$ cat src/rtl/next_pc_unit_pkg.sv
// Shared definitions for the fetch-stage next-PC unit: next-PC mode encodings
// and a small helper for PC-relative arithmetic.
package next_pc_unit_pkg;

    // Next-PC mode select. These are the 3-bit versions of the former 2-bit
    // encodings; the original values keep their positions, RET is new.
    typedef enum logic [2:0] {
        NPC_PLUS4  = 3'd0,
        NPC_BRANCH = 3'd1,
        NPC_JUMP   = 3'd2,
        NPC_JR     = 3'd3,
        NPC_RET    = 3'd4
    } npc_mode_e;

    localparam int NPC_MODE_W = 3;

    // Word offset to byte offset; the two top bits of the offset fall off.
    function automatic logic [31:0] word_to_byte32(input logic [31:0] words);
        return words << 2;
    endfunction

endpackage

$ cat src/rtl/next_pc_unit_ras_stack.sv
// Circular return-address stack. The write pointer names the slot the next
// push lands in, so the top entry sits one slot behind it. When the stack is
// full that same slot holds the oldest entry, which makes an overflowing push
// overwrite the oldest address without extra logic.
module ras_stack
    import next_pc_unit_pkg::*;
#(
    parameter int W         = 32,
    parameter int RAS_DEPTH = 4
) (
    input  logic         clk,
    input  logic         rst_n,
    input  logic         push,
    input  logic         pop,
    input  logic [W-1:0] push_data,
    output logic [W-1:0] top,
    output logic         empty,
    output logic         full
);

    localparam int PW = (RAS_DEPTH > 1) ? $clog2(RAS_DEPTH) : 1;
    localparam int CW = $clog2(RAS_DEPTH + 1);
    localparam logic [PW-1:0] PTR_ONE  = PW'(1);
    localparam logic [CW-1:0] CNT_ONE  = CW'(1);
    localparam logic [CW-1:0] FULL_CNT = CW'(RAS_DEPTH);

    logic [W-1:0]  entry [RAS_DEPTH];
    logic [PW-1:0] wr_ptr;
    logic [PW-1:0] top_ptr;
    logic [CW-1:0] count;

    logic do_push;
    logic do_pop;
    logic do_replace;

    // Classify the request; a pop on an empty stack is dropped, and a
    // push+pop on an empty stack degenerates into a plain push.
    always_comb begin
        top_ptr    = wr_ptr - PTR_ONE;
        empty      = (count == '0);
        full       = (count == FULL_CNT);
        do_replace = push && pop && !empty;
        do_push    = push && !do_replace;
        do_pop     = pop && !push && !empty;
        top        = entry[top_ptr];
    end

    // Pointer and occupancy; count saturates at RAS_DEPTH on overflow pushes.
    always_ff @(posedge clk or negedge rst_n) begin
        if (!rst_n) begin
            wr_ptr <= '0;
            count  <= '0;
        end else if (do_push) begin
            wr_ptr <= wr_ptr + PTR_ONE;
            if (!full)
                count <= count + CNT_ONE;
        end else if (do_pop) begin
            wr_ptr <= top_ptr;
            count  <= count - CNT_ONE;
        end
    end

    // Entry storage; contents need no reset since count gates their use.
    always_ff @(posedge clk) begin
        if (do_push)
            entry[wr_ptr] <= push_data;
        else if (do_replace)
            entry[top_ptr] <= push_data;
    end

endmodule

$ cat src/rtl/next_pc_unit.sv
// Fetch-stage program counter: holds the PC and picks the next one from the
// decoded mode (sequential, branch, jump, register jump, predicted return),
// with an exception redirect that wins over stall.
module next_pc_unit
    import next_pc_unit_pkg::*;
#(
    parameter int          W         = 32,
    parameter int          JW        = 26,
    parameter logic [W-1:0] RESET_VEC = 32'h0000_3000,
    parameter logic [W-1:0] EXC_VEC   = 32'h0000_4180,
    parameter int          RAS_DEPTH = 4
) (
    input  logic                  clk,
    input  logic                  rst_n,
    input  logic                  Stall,
    input  logic                  Except,
    input  logic [NPC_MODE_W-1:0] NPCCtrl,
    input  logic                  Branch,
    input  logic [W-1:0]          NPC,
    input  logic [W-1:0]          Imm,
    input  logic [W-1:0]          JumpAddr,
    input  logic                  Link,
    output logic [W-1:0]          PC,
    output logic                  RasEmpty,
    output logic                  RasFull
);

    localparam logic [W-1:0] FOUR = W'(4);

    logic [W-1:0] next_pc;
    logic [W-1:0] pc_plus4;
    logic [W-1:0] branch_target;
    logic [W-1:0] jump_target;
    logic [W-1:0] ras_top;
    logic [W-1:0] ret_addr;
    logic         advance;
    logic         ras_push;
    logic         ras_pop;

    // Candidate targets and the RAS request qualification. Exception and
    // stall both freeze the stack, so only an advancing cycle touches it.
    always_comb begin
        pc_plus4      = PC + FOUR;
        branch_target = NPC + (Imm << 2);
        jump_target   = {NPC[W-1:JW+2], JumpAddr[JW-1:0], 2'b00};
        ret_addr      = NPC + FOUR;
        advance       = !Except && !Stall;
        ras_push      = advance && Link;
        ras_pop       = advance && (NPCCtrl == NPC_RET);
    end

    // Next-PC mux; reserved mode codes fall through to sequential fetch.
    always_comb begin
        next_pc = pc_plus4;
        case (NPCCtrl)
            NPC_PLUS4:  next_pc = pc_plus4;
            NPC_BRANCH: next_pc = Branch ? branch_target : pc_plus4;
            NPC_JUMP:   next_pc = jump_target;
            NPC_JR:     next_pc = JumpAddr;
            NPC_RET:    next_pc = RasEmpty ? JumpAddr : ras_top;
            default:    next_pc = pc_plus4;
        endcase
    end

    // PC register: exception redirect, then stall hold, then normal advance.
    always_ff @(posedge clk or negedge rst_n) begin
        if (!rst_n)
            PC <= RESET_VEC;
        else if (Except)
            PC <= EXC_VEC;
        else if (!Stall)
            PC <= next_pc;
    end

    ras_stack #(
        .W         (W),
        .RAS_DEPTH (RAS_DEPTH)
    ) u_ras (
        .clk       (clk),
        .rst_n     (rst_n),
        .push      (ras_push),
        .pop       (ras_pop),
        .push_data (ret_addr),
        .top       (ras_top),
        .empty     (RasEmpty),
        .full      (RasFull)
    );

endmodule

$ cat config.mk
export PLATFORM = sky130hd
export DESIGN_NAME = next_pc_unit
export DESIGN_NICKNAME = d
export VERILOG_FILES = /design/src/rtl/next_pc_unit_pkg.sv /design/src/rtl/next_pc_unit_ras_stack.sv /design/src/rtl/next_pc_unit.sv
export SDC_FILE = /design/constraint.sdc
export NUM_CORES = 1
export LEC_CHECK = 0
export BUFFER_PORTS_ARGS = -buffer_cell sky130_fd_sc_hd__buf_2
export CORE_ASPECT_RATIO = 2
export CORE_MARGIN = 8
export CORE_UTILIZATION = 63
export DETAILED_ROUTE_END_ITERATION = 6
export HOLD_SLACK_MARGIN = 0.15
export PLACE_DENSITY_LB_ADDON = 0.3
export SETUP_SLACK_MARGIN = 0.05
export SLEW_MARGIN = 5
export SYNTH_ARGS = -nofsm -noshare
export SYNTH_HDL_FRONTEND = slang
export SYNTH_HIERARCHICAL = 1
export SYNTH_SLANG_ARGS = --single-unit
$ cat constraint.sdc
create_clock -name clk -period 6.02 [get_ports clk]
set_input_delay 1.204 -clock clk [delete_from_list [all_inputs] [get_ports clk]]
set_output_delay 1.204 -clock clk [all_outputs]
set_load 0.005 [all_outputs]
==> out/summary.log <==
qor: grt.grt_pass1_vias 8674
qor: power.power_leakage 4.33 nW
qor: sta.rsz0062_at_grt no
qor: floorplanning.core-area 15600 um^2
qor: sta.post-route-min-period 4450 ps
qor: grt.number_of_antenna_violations_at_the_first_check_in_global_routing 0
qor: setup_path.setup.worst_path.start_class primary input
qor: logic_synthesis.synth_most_common_cell sky130_fd_sc_hd__edfxtp_1
qor: detailed_routing.post_drt_wl_per_cell 25.0 um
qor: sta.tightestPinTransition 1260 ps
qor: detailed_routing.detail_route.first_pass.iterations 7
qor: hold_path.hold_path.startpoint PC[1]
qor: floorplanning.io_pins 139
qor: setup_path.critical_path_end_type flip-flop
qor: place.routabilityCongestion 0.925
qor: logic_synthesis.synth_area_per_cell 11.5 um^2
qor: grt.grt.total_usage 29.4%
qor: detailed_routing.drt_iter0_markers 1004
qor: finish.syn_to_final_growth 14.7%
qor: power.report.power.total 3.53 mW
qor: floorplanning.std_cell_rows 65
qor: hold_path.worst_hold_class reg -> reg
qor: setup_path.reg2reg_setup_slack 2810 ps
qor: clock_network.tritoncts_sinks 165
qor: logic_synthesis.synth.net_count 1006
qor: setup_path.worst-endpoint-arrival 4580 ps
qor: sta.setup_tns 0 ps
qor: floorplanning.start_util 63.7%
qor: logic_synthesis.synth_area_leader_cell sky130_fd_sc_hd__edfxtp_1
qor: floorplanning.fp.dieArea 20300 um^2
qor: setup_path.crit-reg2reg-capture PC[29]
qor: clock_network.cts_hold_repair.buffers 0
qor: clock_network.cts-htree-levels 4
qor: setup_path.crit_type in -> reg
qor: clock_network.ctsLongestPathBuffers 2
qor: grt.grt_first_pass_wirelength 46900 um
qor: logic_synthesis.synth.top_cells.by_area sky130_fd_sc_hd__edfxtp_1 39%, sky130_fd_sc_hd__dfrtp_1 8.8%, sky130_fd_sc_hd__mux4_2 7.2%
qor: setup_path.worstPathRequired 6150 ps
qor: clock_network.tritoncts done
qor: floorplanning.die-height 194 um
qor: grt.grt_max_degree 38
qor: finish.final_area 11400 um^2
qor: clock_network.cts_inserted_buffers 17
qor: grt.overflow 0
qor: place.port_buffers 136
qor: logic_synthesis.synth_cell_type_count 82
qor: power.power_per_cell_area 309 nW/um^2
qor: detailed_routing.drc 2
qor: setup_path.critPathLaunch Except
qor: clock_network.clock_insertion_delay_worst_skew 430 ps
qor: logic_synthesis.synth_async_sr_flop_share 22.4%
qor: place.detailed_placement_hpwl 21600 um
qor: finish.instances_no_fill 1203
qor: clock_network.clock_tree.root_cell sky130_fd_sc_hd__clkbuf_16
qor: clock_network.cts.reportedPaths.clkPinSlew 70 ps
qor: outcome.violations DRC
qor: logic_synthesis.synth_flop_cell sky130_fd_sc_hd__edfxtp_1
qor: sta.timing.slew.headroom 14.7%
qor: logic_synthesis.synth_seq_area_share 48.0%
qor: sta.hold-worst-slack 569 ps
qor: setup_path.worst_r2r_startpoint u_ras/count[1]
qor: sta.final_hold_viols 0
qor: logic_synthesis.synth_enable_flop_cells 128
qor: clock_network.cts_post_setup_buffers_inserted 0
qor: detailed_routing.final_antenna_net_count 0
qor: logic_synthesis.synth_cells 868
qor: hold_path.worst_hold_path.num_cells 2
qor: logic_synthesis.yosys_warnings 6
qor: place.placed_area 10800 um^2
qor: floorplanning.die_w 105 um
qor: sta.setup_viol_count_final 0
qor: logic_synthesis.synth.ff_latch_count 165
qor: outcome.status complete, but fails checks
qor: setup_path.worst-path-max-fanout 20
qor: detailed_routing.routed_wirelength 30000 um
qor: detailed_routing.viasPerCell 7.02
qor: finish.share_of_post_route_cells_with_drive_strength_above_1 23.9%
qor: logic_synthesis.ys_top_cells_by_count 128 x sky130_fd_sc_hd__edfxtp_1, 56 x sky130_fd_sc_hd__nand2_1, 55 x sky130_fd_sc_hd__nor2_1
qor: flow_run.cap_viol_max_count 0
qor: sta.post_route_fraction_of_the_period_consumed_by_the_critical_path 73.8%
qor: hold_path.whs_endpoint PC[1]
qor: finish.antenna-diode-count 0
qor: logic_synthesis.synth_top_area_share 38.6%
qor: clock_network.cts_repair_resize_count 0
qor: place.placedCellCount 1171
qor: sta.slew_violations 0
qor: detailed_routing.num_vias 8442
qor: logic_synthesis.post_synth_instance_area 9950 um^2
qor: sta.fmax 225 MHz
qor: setup_path.worstRegToRegCells 8
qor: sta.timing.clock.skew 5.82 ps
qor: power.vdd_ir_drop_max 226 uV
qor: finish.nets 1127
[power by group]
part           switching (mW)  internal (mW)
Sequential              0.138           1.32
Clock                   0.510          0.597
Combinational           0.521          0.443
[placed cells by master, fill, tap and decap left out, types with 4 or more instances in the layout]
cell,synthesis,routed
sky130_fd_sc_hd__o22ai_1,8,8
sky130_fd_sc_hd__o21bai_1,4,4
sky130_fd_sc_hd__nand2_1,56,56
sky130_fd_sc_hd__nand3b_1,5,5
sky130_fd_sc_hd__mux4_2,32,32
sky130_fd_sc_hd__a221o_1,13,13
sky130_fd_sc_hd__a22oi_1,4,4
sky130_fd_sc_hd__nor3_1,21,21
sky130_fd_sc_hd__and2_1,6,6
sky130_fd_sc_hd__xor2_1,32,32
sky130_fd_sc_hd__ha_1,31,31
sky130_fd_sc_hd__o211ai_1,8,8
sky130_fd_sc_hd__clkbuf_16,0,17
sky130_fd_sc_hd__nand2b_1,7,7
sky130_fd_sc_hd__a21oi_1,47,47
sky130_fd_sc_hd__nor4_1,7,7
sky130_fd_sc_hd__nand3_1,30,30
sky130_fd_sc_hd__and3_1,9,9
sky130_fd_sc_hd__o31ai_1,4,4
sky130_fd_sc_hd__dfrtp_1,35,34
sky130_fd_sc_hd__a31oi_1,11,11
sky130_fd_sc_hd__a211oi_1,12,12
sky130_fd_sc_hd__inv_1,24,24
sky130_fd_sc_hd__buf_2,9,136
sky130_fd_sc_hd__buf_4,4,13
sky130_fd_sc_hd__inv_8,0,4
sky130_fd_sc_hd__inv_6,0,4
sky130_fd_sc_hd__or3_1,9,9
sky130_fd_sc_hd__a221oi_1,15,15
sky130_fd_sc_hd__edfxtp_1,128,128
sky130_fd_sc_hd__nand4_1,14,14
sky130_fd_sc_hd__a222oi_1,14,14
sky130_fd_sc_hd__a21o_1,17,17
sky130_fd_sc_hd__xnor2_1,37,37
sky130_fd_sc_hd__nor2_1,55,53
sky130_fd_sc_hd__o21a_1,7,7
sky130_fd_sc_hd__mux2i_1,11,11
sky130_fd_sc_hd__o21ai_0,36,36
[per-layer routing]
metal	part of all wire (%)	vias up	GRT usage, %
li1	-	3682	-
met1	35	3995	34.7
met2	49	640	48.4
met3	10	125	5.69
met4	5.7	0	17.6
met5	0	-	0
[worst max-delay path, stage by stage]
cell and delay [ps]:
sky130_fd_sc_hd__buf_2 210, sky130_fd_sc_hd__inv_1 550, sky130_fd_sc_hd__nand2_2 370, sky130_fd_sc_hd__nor2_1 640, sky130_fd_sc_hd__o31ai_4 240, sky130_fd_sc_hd__or3_1 410
sky130_fd_sc_hd__a21boi_4 650, sky130_fd_sc_hd__buf_12 260
[cell families after synthesis]
group                    after synthesis  synth area share [%]
adder cells (fa/ha/maj)               33                  4.30
flip-flops                           165                  48.0
AND/OR/NAND/NOR                      247                  12.9
buffers and inverters                 72                  3.13
multiplexers                          43                  8.35
XOR/XNOR                              70                  6.24
AO/OA/AOI/OAI                        238                  17.1
[per-stage QoR]
stage,setup slack [ps],utilization [%]
floorplan,477,-
global placement,1310,69.2
detailed placement,1190,69.2
CTS,1660,73.1
global route,1450,73.1
finish,1570,73.1
[layout make-up]
cell class | instances | area (um^2)
Clock inverter | 15 | 181
Timing Repair Buffer | 150 | 798
Tap cell | 201 | 251
Sequential cell | 165 | 4770
Multi-Input combinational cell | 631 | 4890
Clock buffer | 17 | 425
Fill cell | 1093 | 4200
Inverter | 24 | 90.1
[flip-flops by register name, indices dropped and copies added, names as in the netlist]
name / flops
u_ras/count: 3
u_ras/entry: 128
u_ras/wr_ptr: 2
PC: 32
[how the worst max path moves through the flow]
stage	to	slack (ps)	depth (start not counted)
global route	u_ras/entry[3][19]	1450	8
global placement	u_ras/entry[3][23]	1310	8
floorplan	u_ras/entry[1][0]	480	7
CTS	u_ras/entry[3][19]	1660	8
finish	u_ras/entry[3][19]	1570	8
detailed placement	u_ras/entry[3][10]	1190	8
(Power assumes the default switching activity.)
